===== src/rtl/fetch_pkg.sv =====
// fetch_pkg: shared definitions for the pd4 instruction fetch stage.
//   FETCH_RESET_PC  default program counter loaded on reset
//   INST_NOP        canonical no-op encoding (addi x0, x0, 0)
//   PC_STEP         byte distance between sequential instructions
//   fetch_entry_t   one buffered fetch: {pc, inst}
//   align_pc()      forces a byte address onto a word boundary
package fetch_pkg;

  localparam logic [31:0] FETCH_RESET_PC = 32'h0100_0000;
  localparam logic [31:0] INST_NOP       = 32'h0000_0013;
  localparam logic [31:0] PC_STEP        = 32'd4;

  typedef struct packed {
    logic [31:0] pc;
    logic [31:0] inst;
  } fetch_entry_t;

  // Instructions are word aligned; the two low address bits are discarded.
  function automatic logic [31:0] align_pc(input logic [31:0] addr);
    return {addr[31:2], 2'b00};
  endfunction

endpackage


===== src/rtl/fetch_fifo.sv =====
// fetch_fifo: small instruction buffer between fetch and decode.
//   clock, reset  core clock, asynchronous active-high reset
//   push          write wr_entry at the write pointer
//   pop           retire the head entry
//   flush         discard everything and rewind both pointers (wins over push/pop)
//   wr_entry      entry to store
//   rd_entry      head entry, read combinationally from storage
//   count         number of occupied entries, 0..DEPTH
// The producer guarantees push is only raised when there is room (or a pop
// frees a slot in the same cycle), and pop only when count != 0.
module fetch_fifo
  import fetch_pkg::*;
#(
  parameter int DEPTH = 2
) (
  input  logic                     clock,
  input  logic                     reset,
  input  logic                     push,
  input  logic                     pop,
  input  logic                     flush,
  input  fetch_entry_t             wr_entry,
  output fetch_entry_t             rd_entry,
  output logic [$clog2(DEPTH):0]   count
);

  localparam int PW = $clog2(DEPTH);
  localparam int CW = PW + 1;
  localparam logic [CW-1:0] ONE_C = CW'(1);
  localparam logic [PW-1:0] PONE_C = PW'(1);

  fetch_entry_t         mem_r [DEPTH];
  logic [PW-1:0]        wr_ptr_r;
  logic [PW-1:0]        rd_ptr_r;
  logic [CW-1:0]        count_r;
  logic [CW-1:0]        count_next_s;

  // Occupancy update; a simultaneous push and pop leaves count unchanged.
  always_comb begin
    count_next_s = count_r;
    if (flush) begin
      count_next_s = '0;
    end else begin
      case ({push, pop})
        2'b10:   count_next_s = count_r + ONE_C;
        2'b01:   count_next_s = count_r - ONE_C;
        default: count_next_s = count_r;
      endcase
    end
  end

  // Pointer, occupancy and storage registers. DEPTH is a power of two, so
  // the pointers wrap naturally at their width.
  always_ff @(posedge clock or posedge reset) begin
    if (reset) begin
      wr_ptr_r <= '0;
      rd_ptr_r <= '0;
      count_r  <= '0;
      for (int i = 0; i < DEPTH; i++) begin
        mem_r[i] <= '0;
      end
    end else begin
      count_r <= count_next_s;
      if (flush) begin
        wr_ptr_r <= '0;
        rd_ptr_r <= '0;
      end else begin
        if (push) begin
          mem_r[wr_ptr_r] <= wr_entry;
          wr_ptr_r        <= wr_ptr_r + PONE_C;
        end
        if (pop) begin
          rd_ptr_r <= rd_ptr_r + PONE_C;
        end
      end
    end
  end

  assign rd_entry = mem_r[rd_ptr_r];
  assign count    = count_r;

endmodule


===== src/rtl/fetch_unit.sv =====
// fetch_unit: pd4 instruction fetch stage.
// Holds the PC, drives the instruction memory address, and buffers each
// returned word with its PC in fetch_fifo for decode.
//   clock, reset          core clock, asynchronous active-high reset
//   redirect_valid/pc     branch/jump target from execute; flushes the buffer
//   imem_addr             instruction memory byte address (= pc register)
//   imem_data             combinational read data for imem_addr
//   imem_read_write       tied 0 (fetch never writes)
//   imem_data_in          tied 0
//   inst_valid/ready      decode handshake on the buffer head
//   inst_out, inst_pc     head instruction word and its PC
//   misalign_err          one-cycle pulse after a redirect with pc[1:0] != 0
// Build option: define FETCH_MISALIGN_CHK_EN to enable misalign_err;
// otherwise it is tied to 0 and the low target bits are dropped silently.
module fetch_unit
  import fetch_pkg::*;
#(
  parameter logic [31:0] RESET_PC = FETCH_RESET_PC,
  parameter int          DEPTH    = 2
) (
  input  logic        clock,
  input  logic        reset,
  input  logic        redirect_valid,
  input  logic [31:0] redirect_pc,
  output logic [31:0] imem_addr,
  input  logic [31:0] imem_data,
  output logic        imem_read_write,
  output logic [31:0] imem_data_in,
  output logic        inst_valid,
  input  logic        inst_ready,
  output logic [31:0] inst_out,
  output logic [31:0] inst_pc,
  output logic        misalign_err
);

  localparam int CW = $clog2(DEPTH) + 1;
  localparam logic [CW-1:0] DEPTH_C = CW'(DEPTH);

  logic [31:0]   pc_r;
  logic [31:0]   pc_next_s;
  logic [CW-1:0] count_s;
  logic          pop_s;
  logic          push_s;
  fetch_entry_t  wr_entry_s;
  fetch_entry_t  rd_entry_s;

  assign inst_valid = (count_s != '0);
  assign pop_s      = inst_valid & inst_ready;
  // A full buffer can still accept when decode frees the head this cycle.
  assign push_s     = ~redirect_valid & ((count_s < DEPTH_C) | pop_s);

  assign wr_entry_s.pc   = pc_r;
  assign wr_entry_s.inst = imem_data;

  // Next PC: redirect first, then sequential advance on capture, else hold.
  always_comb begin
    pc_next_s = pc_r;
    if (redirect_valid) begin
      pc_next_s = align_pc(redirect_pc);
    end else if (push_s) begin
      pc_next_s = pc_r + PC_STEP;
    end else begin
      pc_next_s = pc_r;
    end
  end

  // Program counter register.
  always_ff @(posedge clock or posedge reset) begin
    if (reset) begin
      pc_r <= RESET_PC;
    end else begin
      pc_r <= pc_next_s;
    end
  end

`ifdef FETCH_MISALIGN_CHK_EN
  logic misalign_r;

  // Flags a redirect target that was not word aligned, for one cycle.
  always_ff @(posedge clock or posedge reset) begin
    if (reset) begin
      misalign_r <= 1'b0;
    end else begin
      misalign_r <= redirect_valid & (redirect_pc[1:0] != 2'b00);
    end
  end

  assign misalign_err = misalign_r;
`else
  assign misalign_err = 1'b0;
`endif

  fetch_fifo #(
    .DEPTH (DEPTH)
  ) u_fifo (
    .clock    (clock),
    .reset    (reset),
    .push     (push_s),
    .pop      (pop_s),
    .flush    (redirect_valid),
    .wr_entry (wr_entry_s),
    .rd_entry (rd_entry_s),
    .count    (count_s)
  );

  assign imem_addr       = pc_r;
  assign imem_read_write = 1'b0;
  assign imem_data_in    = 32'h0000_0000;
  assign inst_out        = rd_entry_s.inst;
  assign inst_pc         = rd_entry_s.pc;

endmodule


===== config.mk =====
export PLATFORM = sky130hd
export DESIGN_NAME = fetch_unit
export DESIGN_NICKNAME = d
export VERILOG_FILES = /design/src/rtl/fetch_pkg.sv /design/src/rtl/fetch_fifo.sv /design/src/rtl/fetch_unit.sv
export SDC_FILE = /design/constraint.sdc
export NUM_CORES = 1
export LEC_CHECK = 0
export CAP_MARGIN = 10
export CELL_PAD_IN_SITES_DETAIL_PLACEMENT = 1
export CELL_PAD_IN_SITES_GLOBAL_PLACEMENT = 1
export CORE_MARGIN = 5
export CORE_UTILIZATION = 35
export DETAILED_ROUTE_END_ITERATION = 12
export PLACE_DENSITY_LB_ADDON = 0.1
export SLEW_MARGIN = 25
export SYNTH_ARGS = -nofsm -noshare
export SYNTH_HDL_FRONTEND = slang
export SYNTH_SLANG_ARGS = --single-unit
export TNS_END_PERCENT = 100

===== constraint.sdc =====
create_clock -name clock -period 5.4 [get_ports clock]
set_input_delay 1.08 -clock clock [delete_from_list [all_inputs] [get_ports clock]]
set_output_delay 1.08 -clock clock [all_outputs]
set_load 0.1 [all_outputs]

======== Word-level counts from Yosys, hierarchy flattened ========
Cells that the tools add are included.
cells by class
  add/sub/neg operators ................... 5
  multipliers ............................. 0
  div/mod/pow operators ................... 0
  $lt $le $gt $ge ......................... 4
  eq/ne operators ......................... 2
  shifts and indexed selects .............. 0
  mux-type cells .......................... 14
  bitwise gates (word level) .............. 6
  reductions and logical operators ........ 6
operator list
  operator               count
  $mux 64                4
  $bwmux 128             1
  $demux 64 s1           1
  $mux 32                2
  $add 32x3->32 const B  1
  $reduce_bool 2->1      3
  $ge 2x2->1 const B     2
  $mux 1                 4
  $not 1->2              2
  $pmux 2 s2             1
  $reduce_bool 3->1      1
  $add 1x1->1 const B    2
  $add 2x1->2 const B    1
  $and 1x1->1            2
  $eq 2x1->1 const B     1
  $eq 2x2->1 const B     1
  $lt 2x1->1 const B     1
  $lt 2x2->1 const B     1
  $mux 2                 1
  $reduce_and 2->1       1
  $sub 2x1->2 const B    1
  $logic_and 1x1->1      1
  $not 1->1              1
  $or 1x1->1             1
storage, ports and cells
  register bits ........................... 164
  latch bits .............................. 0
  memory bits (writable) .................. 0
  bits in read-only memories .............. 0
  input bits .............................. 68
  output and inout bits ................... 131
  word-level logic and storage cells ...... 45
  memories ................................ 0

======== Depth between registers and ports, before layout ========
  word-level depth ........................ 7
  gate-level depth with buffers ........... 6
  depth with buffers taken out ............ 4

======== By module ========
From an unflattened synthesis, not the netlist that was laid out.
unflattened totals
  cell total of the unflattened synthesis .. 604
  area, all modules ....................... 8,095.3 µm²
modules (own cells, without submodules)
  module      instances  cells each  area an instance (µm²)  seq. area each (µm²)
  fetch_fifo  1          360         6,037.0                 3,303.2
  fetch_unit  1          244         2,058.2                 752.0

======== Worst setup path before layout ========
Ideal clock, no wire load.
  kind .................................... reg2out
  start point ............................. register u_fifo.rd_ptr_r
  end point ............................... output port inst_pc[21]
  arrival ................................. 1.520 ns
  required time ........................... 4.320 ns
  slack ................................... 2.800 ns
  cell stages (with the launch flop) ...... 4
  buffers on the path ..................... 2
  cells stage by stage .................... dfrtp_1 > clkbuf_1 > clkbuf_1 > mux2_2
on the way
  word-level cells in the longest chain between the ends .. 4
RTL lines
  item                                        RTL line          text
  start, declared                             fetch_fifo.sv:33  logic [PW-1:0] rd_ptr_r;
  start signal, assigned                      fetch_fifo.sv:72  rd_ptr_r <= rd_ptr_r + PONE_C;
  $not 1->2 (not written as such)             fetch_fifo.sv:78  assign rd_entry = mem_r[rd_ptr_r];
  $mux 64 (not written as such) (3 in a row)  fetch_fifo.sv:78
  end, declared                               fetch_unit.sv:32  output logic [31:0] inst_pc,
No other way between the ends. The select of a mux whose other input is x is not followed.

======== Worst setup path in the final report ========
  start point ............................. register u_fifo.rd_ptr_r
  end point ............................... output port inst_pc[27]
Same word-level chain as after synthesis.

==> summary.md <==
| Metric | Value |
|---|---|
| Worst hold path class | flop to flop |
| Multi-input logic area | 3348 um^2 |
| # diodes | 0 |
| Clk sink count | 158 |
| Register area | 3956 um^2 |
| Post-detail-place hpwl | 14120 um |
| Slowest cell delay on critical path | 1.15 ns |
| Hold Vio Cnt, Final | 0 |
| Area Overhead vs Synth | 30.80% |
| Busiest grt layer | met2 |
| CP Cell Sequence | buf_4 > mux2_2 > clkdlybuf4s50_1 |
| Post-Syn Area per Cell | 12.38 um^2 |
| Met1 Use GR | 20.78% |
| Synth area leaders | dfrtp_1 52%, mux2_2 27%, buf_4 3.7% |
| Post-synth EDFFs | 0 |
| Normalized max-slew margin | 30.32% |
| Top FF cell, synth | dfrtp_1 |
| Maximum clock rate | 238.7 MHz |
| Warnings, synthesis | 0 |
| Hold path cells | 2 |
| Setup Crit Path Kind | flop to output pin |
| Vias/cell | 5.011 |
| RSZ-0062 raised after global routing | no |
| Clock Path Buffers | 2 |
| Clock power frac | 24.1% |
| Cell count after synthesis | 616 |
| Overflow after GRT | 0 |
| Synthesis-stage register bit count | 158 |
| Via count | 5297 |
| Setup crit start kind | flop |
| CTS H-tree lvls | 4 |
| Switching share of power | 44.83% |
| Max cap viols | 0 |
| Site Rows | 54 |
| Share of the synthesized area in the top cell type | 51.52% |
| Initial Utilization | 35.27% |
| Fin crit period | 4.189 ns |
| Grt met3 use | 4.073% |
| I/O pin cnt | 199 |
| Reg2Reg Depth | 4 |
| Setup WS pre-CTS | 1.636 ns |
| # Post-CTS Setup Buffers | 0 |
| Worst path depth | 3 |
| Async SR Flop Fraction | 100.0% |
| Crit-path slowest cell | clkdlybuf4s50_1 |
| CTS Buf Count | 17 |
| Hold Buf Count CTS | 0 |
| Unique cell type count in the Yosys netlist | 45 |
| CP arrival | 3.11 ns |
| Vias in the first global route | 6013 |
| Setup violators final | 0 |
| Area after DPL | 9371 um^2 |
| Chip Height | 157.6 um |
| First-pass GRT wire length | 32380 um |
| Antenna violations before repair | 1 |
| Pwr Density | 509.1 nW/um^2 |
| All-Layer GR Usage | 16.52% |
| DRC viols | 0 |
| Fin Setup TNS | 0 ns |
| CP Max Fanout | 29 |
| Final WL | 20070 um |
| Req. time, crit path | 4.32 ns |
| Drt pass-1 iters | 4 |
| CTS clk-pin slew, worst paths | 0.07 ns |
| Commonest non-fill, non-tap cells in the layout | 182 x mux2_2, 158 x clkdlybuf4s50_1, 156 x dfrtp_1 |
| Layout cells sized above 1 | 29.99% |
| Worst path top cell family by delay | buffers and inverters |
| Worst path bufs/invs | 2 |
| DIE WIDTH | 157.6 um |
| Synth area leader | dfrtp_1 |
| CTS tree | done |
| Routability-driven placement congestion ratio | 0.7341 |
| Period utilization | 77.57% |
| Initial DRC count | 258 |
| Type of destination of the critical path | output pin |
| Worst-Skew Late Latency | 0.42 ns |
| Largest net degree at the start of global routing | 80 |
| Commonest non-fill, non-tap cell in the layout | mux2_2 |
| Outcome | completed |
| Post-Layout Inst Area | 9975 um^2 |
| Final worst slack | 1.211 ns |
| Gate power share | 44.1% |
| P_int | 2.801 mW |
| Port Buf Inserts | 158 |
| Post-DR wirelength/cell | 18.99 um |
| # fillers | 2253 |
| Sequential share of the synthesized area | 51.86% |
| Post-Syn Area | 7626 um^2 |
| LEAKAGE | 4.064 nW |
| Die Area | 24840 um^2 |
| Fin. max-slew vios | 0 |
| Sequential share of power | 31.8% |
| Clock Tree Root | clkbuf_16 |
| Routing usage on met2 | 28.58% |
| Resize count post-CTS | 0 |
| Psw | 2.277 mW |
| Final nets | 833 |
| Core area | 21620 um^2 |
| Worst hold slack | 0.4816 ns |
| Post-DRT Antenna Nets | 0 |
| Tightest Pin Transition | 1.042 ns |
| VDD IR max | 228.4 uV |
| Skew final | 0.01250 ns |
## logic make-up after synthesis
group / Yosys count / share of synthesized area (%)
AOI/OAI and AO/OA: 51 / 4.512
xor gates and xnor gates: 10 / 1.148
adders and majority gates: 1 / 0.1640
buffers and inverters: 84 / 6.284
DFF: 158 / 51.86
muxes: 183 / 27.01
other: 1 / 0.04917
and+or+nand+nor: 128 / 8.975
## sequential cells by signal, indices dropped and copies added (netlist names)
| name | flops |
|---|---|
| u_fifo.rd_ptr_r | 1 |
| u_fifo.count | 2 |
| imem_addr | 30 |
| u_fifo.wr_ptr_r | 1 |
| u_fifo.mem_r | 124 |
## power by group through the flow
stage / clock network, mW / logic (mW) / registers (mW)
2_1_floorplan: 0 / 1.69 / 1.73
3_3_place_gp: 0 / 2.23 / 1.61
3_5_place_dp: 0 / 2.25 / 1.64
4_1_cts: 1.26 / 2.26 / 1.62
5_1_grt: 1.31 / 2.33 / 1.65
6_report: 1.22 / 2.24 / 1.62
## routing by layer
| layer | up-vias | share of wire, % |
|---|---|---|
| li1 | 2434 | - |
| met1 | 2705 | 43 |
| met2 | 134 | 50 |
| met3 | 22 | 5.5 |
| met4 | 2 | 1.2 |
| met5 | - | 0.055 |
## worst reg2reg max path: cells and delay by family (launching register included)
| kind | cells | cell delay (ns) |
|---|---|---|
| simple gates | 3 | 1.53 |
| flops | 1 | 0.48 |
| compound gates | 1 | 0.19 |
## through the flow
stage	cells	power, mW	util, %
after floorplan	653	3.421	-
after global placement	1023	3.842	43.16
after detailed placement	1025	3.896	43.34
after CTS	1057	5.140	46.13
after global routing	1057	5.300	46.13
final	1057	5.078	46.13
## synthesized netlist by cell type (all sizes together), types with 9 or more instances
library cell / number
nand2: 35
clkbuf: 23
o21ai: 16
or4: 12
nor2: 23
buf: 53
dfrtp: 157
o31ai: 9
a31oi: 11
nand3: 17
nand4: 13
mux2: 182
## worst paths after layout
| path | start | slack [ns] | end |
|---|---|---|---|
| worst max-delay path | u_fifo.rd_ptr_r$_DFFE_PP0P_ | 1.21 | inst_pc[27] |
| worst min-delay path | u_fifo.mem_r[54]$_DFFE_PP0P_ | 0.48 | u_fifo.mem_r[54]$_DFFE_PP0P_ |
| worst max register to register | imem_addr[6]$_DFFE_PP0P_ | 3.13 | imem_addr[27]$_DFFE_PP0P_ |
| worst min register to register | u_fifo.mem_r[54]$_DFFE_PP0P_ | 0.48 | u_fifo.mem_r[54]$_DFFE_PP0P_ |
| max in group asynchronous | reset | 3.17 | u_fifo.mem_r[16]$_DFFE_PP0P_ |
| min in group asynchronous | reset | 1.17 | u_fifo.mem_r[94]$_DFFE_PP0P_ |
## layout make-up
| class | count | area share [%] |
|---|---|---|
| tap | 280 | 3.512 |
| clock inverter | 13 | 1.505 |
| sequential | 158 | 39.66 |
| multi-input combinational | 411 | 33.57 |
| inverter | 8 | 0.3512 |
| timing repair buffer | 168 | 16.86 |
| clock buffer | 19 | 4.541 |
Note: power is estimated with default switching activity, not from simulation.
